$ cat config.mk
export PLATFORM = sky130hd
export DESIGN_NAME = bin2bcd_seq
export DESIGN_NICKNAME = d
export VERILOG_FILES = /design/src/rtl/bin2bcd_seq.sv
export SDC_FILE = /design/constraint.sdc
export NUM_CORES = 1
export LEC_CHECK = 0
export CAP_MARGIN = 0
export CORE_MARGIN = 2
export CORE_UTILIZATION = 35
export DETAILED_ROUTE_END_ITERATION = 6
export MAX_ROUTING_LAYER = met4
export PLACE_DENSITY = 0.56
export SYNTH_ARGS = -nofsm -noshare
export SYNTH_HDL_FRONTEND = slang
export SYNTH_SLANG_ARGS = --single-unit
$ cat constraint.sdc
create_clock -name clk -period 2 [get_ports clk]
set_clock_uncertainty 0.2 [all_clocks]
set_input_delay 0.4 -clock clk [delete_from_list [all_inputs] [get_ports clk]]
set_output_delay 0.4 -clock clk [all_outputs]
set_load 0.02 [all_outputs]
$ cat src/rtl/bin2bcd_seq.sv
// bin2bcd_seq: sequential double-dabble binary-to-BCD converter, one bit per clock.
// Define BIN2BCD_SAT_EN to load all-nines into bcd when the result overflows.
module bin2bcd_seq #(
    parameter int N_BITS   = 8,
    parameter int N_DIGITS = 3
) (
    input  logic                  clk,
    input  logic                  rst,
    input  logic                  start,
    input  logic [N_BITS-1:0]     bin,
    output logic                  busy,
    output logic                  done,
    output logic [4*N_DIGITS-1:0] bcd,
    output logic                  overflow
);
    localparam int W  = 4 * N_DIGITS;
    localparam int CW = $clog2(N_BITS + 1);
    localparam logic IDLE  = 1'b0;
    localparam logic SHIFT = 1'b1;

    logic              state;
    logic [N_BITS-1:0] sreg;
    logic [W-1:0]      scratch, adj, nxt, res;
    logic [CW-1:0]     cnt;
    logic              sticky, lost, last;

    always_comb begin
        adj = scratch;
        for (int i = 0; i < N_DIGITS; i++)
            adj[4*i +: 4] = scratch[4*i +: 4] >= 4'd5 ? scratch[4*i +: 4] + 4'd3 : scratch[4*i +: 4];
    end

    // The adjusted top-digit MSB is exactly the bit pushed out of the scratch digits.
    assign nxt  = {adj[W-2:0], sreg[N_BITS-1]};
    assign lost = adj[W-1];
    assign last = cnt == CW'(N_BITS - 1);
    assign busy = state == SHIFT;

`ifdef BIN2BCD_SAT_EN
    assign res = (sticky | lost) ? {N_DIGITS{4'h9}} : nxt;
`else
    assign res = nxt;
`endif

    always_ff @(posedge clk or posedge rst) begin
        if (rst) begin
            state    <= IDLE;
            sreg     <= '0;
            scratch  <= '0;
            cnt      <= '0;
            sticky   <= 1'b0;
            done     <= 1'b0;
            bcd      <= '0;
            overflow <= 1'b0;
        end else begin
            done <= 1'b0;
            if (state == IDLE) begin
                if (start) begin
                    sreg    <= bin;
                    scratch <= '0;
                    cnt     <= '0;
                    sticky  <= 1'b0;
                    state   <= SHIFT;
                end
            end else begin
                scratch <= nxt;
                sreg    <= sreg << 1;
                cnt     <= cnt + 1'b1;
                sticky  <= sticky | lost;
                if (last) begin
                    bcd      <= res;
                    overflow <= sticky | lost;
                    done     <= 1'b1;
                    state    <= IDLE;
                end
            end
        end
    end
endmodule

==> results.toml <==
[outcome]
outcome = "finished, final reports clean"

[pwr]
p_per_area_nw_per_um2 = 1630
p_comb_share_pct = 48.9
peakVddDrop_mv = 0.492
power_leakage_uw = 0.00109
switchingPower_uw = 1530
sw_frac_of_total_pct = 39.7
internal-power_uw = 2330
p_seq_share_pct = 38.0
power_frac_clock_pct = 13.1

[cells_and_area]
regArea_sq_um = 1000
drive_gt1_share_pct = 11.1
final_cells = 288
multi_input_area_sq_um = 847
antenna_cells = 0
post-route-util_pct = 43.9
fillerInstances = 548
fin_nets = 234
syn_to_final_growth_pct = 22.7

[worst_hold_path]
hp-class = "in2async"

[grt]
grt_usage_pct = 13.8
grt_max_degree = 41
grt_pass1_wl_mm = 6.36
grt_pass1_vias = 1349
grt_overflow = 0
antenna_found_initial = 0

[clocking]
cts_buffers = 5
clock_path_buffers = 2
cts_hold_buf = 0
post-cts-setup-buffers = 0
cts_tree = "done"
cts_resized = 0
cts_sinks = 40
cts_max_level = 2
clk_pin_slew_ns = 0.08
clock_latency_ns = 0.29
cts_root_buf = "clkbuf_8"

[worst_setup_path]
critPathBufInv = 1
crit_cells = 1
startpoint = "bcd[2]$_DFFE_PP0P_"
cpMaxStageDelayCell = "clkdlybuf4s50_1"
cp-end-kind = "output pin"
cp_data_required_time_ns = 1.40
arrival_ns = 1.28
r2r_cells = 6
worstSetupEndpoint = "bcd[2]"
critPathMaxStageDelay_ns = 0.61
worst_r2r_endpoint = "scratch[10]$_DFFE_PP0P_"
critPathTopFamily = "buffers and inverters"
rr_startpoint = "scratch[8]$_DFFE_PP0P_"
cp_max_fo = 2
worst-setup-path-type = "reg2out"
cp-start-kind = "flop"
r2r_slack_ns = 0.17
path_cells = "clkdlybuf4s50_1"

[sta]
setup_tns_ns = 0
grt_setup_unrepaired = "no"
slew_viol_final = 0
relSlewSlack_pct = 81.3
whs_ns = 0.260
tightest_slew_ns = 0.278
finalHoldViolCount = 0
post-route-period-util_pct = 93.9
max_freq_ghz = 0.533
finalCriticalPeriod_ns = 1.88
final.setup.worst_slack_ns = 0.123
setup_viol = 0

[synth]
synth_area_sq_um = 1930
synth-seq-cells = 40
synthTopCellsByArea = "dfrtp_1 52%, mux2i_1 7.8%, nand2_1 5.6%"
yosysUniqueCellTypes = 28
yosys-top-cells-count = "40 x dfrtp_1, 29 x nand2_1, 15 x mux2i_1"
synth_top_area_share_pct = 51.8
synth.avg_cell_area_sq_um = 10.4
ys_seq_area_share_pct = 51.8
synth_most_common_cell = "dfrtp_1"
synth_edf_count = 0
synthArstFlopShare_pct = 100
synth_top_area_cell = "dfrtp_1"
ys.flop_type = "dfrtp_1"
ys.warnings.count = 0
synth_cells = 186
syn_nets = 204

[floorplanning]
dieArea_sq_um = 6130
die_h_microns = 78.3
core.rowCount = 27
core-area_sq_um = 5410
ios = 26
start_util_pct = 35.7
dieWidth_microns = 78.3

[detailed_routing]
drc = 0
drt_pass1_iterations = 4
ant_nets = 0
drt_first_iter_violations = 64
route.vias.total = 1359
avgRoutedWirePerCell_microns = 12.7
wl_mm = 3.65
avgViaCountPerCell = 4.72

[place]
place_congestion = 0.751
hpwlAfterDp_mm = 2.51
dp_cells = 281
place_ws_ns = 0.180
port_buffers = 25

[flow_run]
drv_cap = 0
==> stage by stage <==
step	area [sq um]	total power, uW
after floorplan	1930	2810
after global placement	2290	3370
after detailed placement	2290	3410
after CTS	2370	3930
after global routing	2370	4210
final	2370	3870
==> worst min-delay path by stage <==
stage | start | end | slack, ns
after global routing | rst | bcd[3]$_DFFE_PP0P_ | 0.28
final | rst | scratch[9]$_DFFE_PP0P_ | 0.26
after global placement | bcd[0]$_DFFE_PP0P_ | bcd[0]$_DFFE_PP0P_ | 0.26
after floorplan | cnt[3]$_DFFE_PP0P_ | cnt[3]$_DFFE_PP0P_ | 0.24
after CTS | rst | sreg[7]$_DFFE_PP0P_ | 0.27
after detailed placement | cnt[3]$_DFFE_PP0P_ | cnt[3]$_DFFE_PP0P_ | 0.27
==> layout by cell type (no fill, tap or decap) <==
cell type        instances
a21o_1                   3
nand4_1                  1
clkinv_2                 1
a21oi_4                  1
clkbuf_1                 1
o21ai_0                 11
clkdlybuf4s50_1         24
dlymetal6s2s_1           1
dfrtp_1                 40
buf_4                    6
xnor2_1                  3
nand3_1                  4
nor2_1                   4
mux2i_1                 15
nor3b_1                 10
o31ai_1                  1
a21oi_1                 10
ha_1                     7
a21oi_2                  2
clkbuf_8                 5
nand2_1                 29
a211oi_1                 1
mux2_2                   4
nand4b_1                 1
inv_1                    9
nand2b_1                 3
o21ai_1                 12
nand2b_2                 1
inv_2                    1
buf_12                   1
mux2_4                   2
nor3_1                   2
==> metal layers <==
metal  up-vias  global-route usage (%)  share of wire (%)
li1        691                       -                  -
met1       638                    17.9                 48
met2        20                    20.4                 46
met3        10                    3.56                3.0
met4         0                    6.32                2.4
met5         -                       -                  0
==> power groups by stage <==
stage	Combinational, uW	Sequential (uW)	Clock (uW)
6_report	1890	1470	506
5_1_grt	2120	1520	566
4_1_cts	1930	1470	528
3_5_place_dp	1920	1490	0
3_3_place_gp	1900	1480	0
2_1_floorplan	1220	1590	0
==> final cells by class <==
type                       count  area share, %
sequential                    40           42.2
multi-input combinational    127           35.7
timing repair buffer          32           13.4
tap                           72           3.80
clock buffer                   6           3.06
inverter                      10           1.58
clock inverter                 1          0.211
==> flip-flops by register name (all words and copies together) (netlist names) <==
signal,cells
done,1
busy,1
cnt,4
scratch,12
bcd,12
overflow,1
sreg,8
sticky,1
==> logic make-up after synthesis <==
| kind of cell | count (synthesis) | share of synthesized area (%) |
|---|---|---|
| AND/OR/NAND/NOR | 55 | 14.1 |
| buffers and inverters | 19 | 4.34 |
| XOR/XNOR | 3 | 1.36 |
| flip-flops | 40 | 51.8 |
| AO/OA/AOI/OAI | 41 | 12.2 |
| adder cells (fa/ha/maj) | 7 | 4.53 |
| multiplexers | 21 | 11.7 |
(Power assumes the default switching activity.)
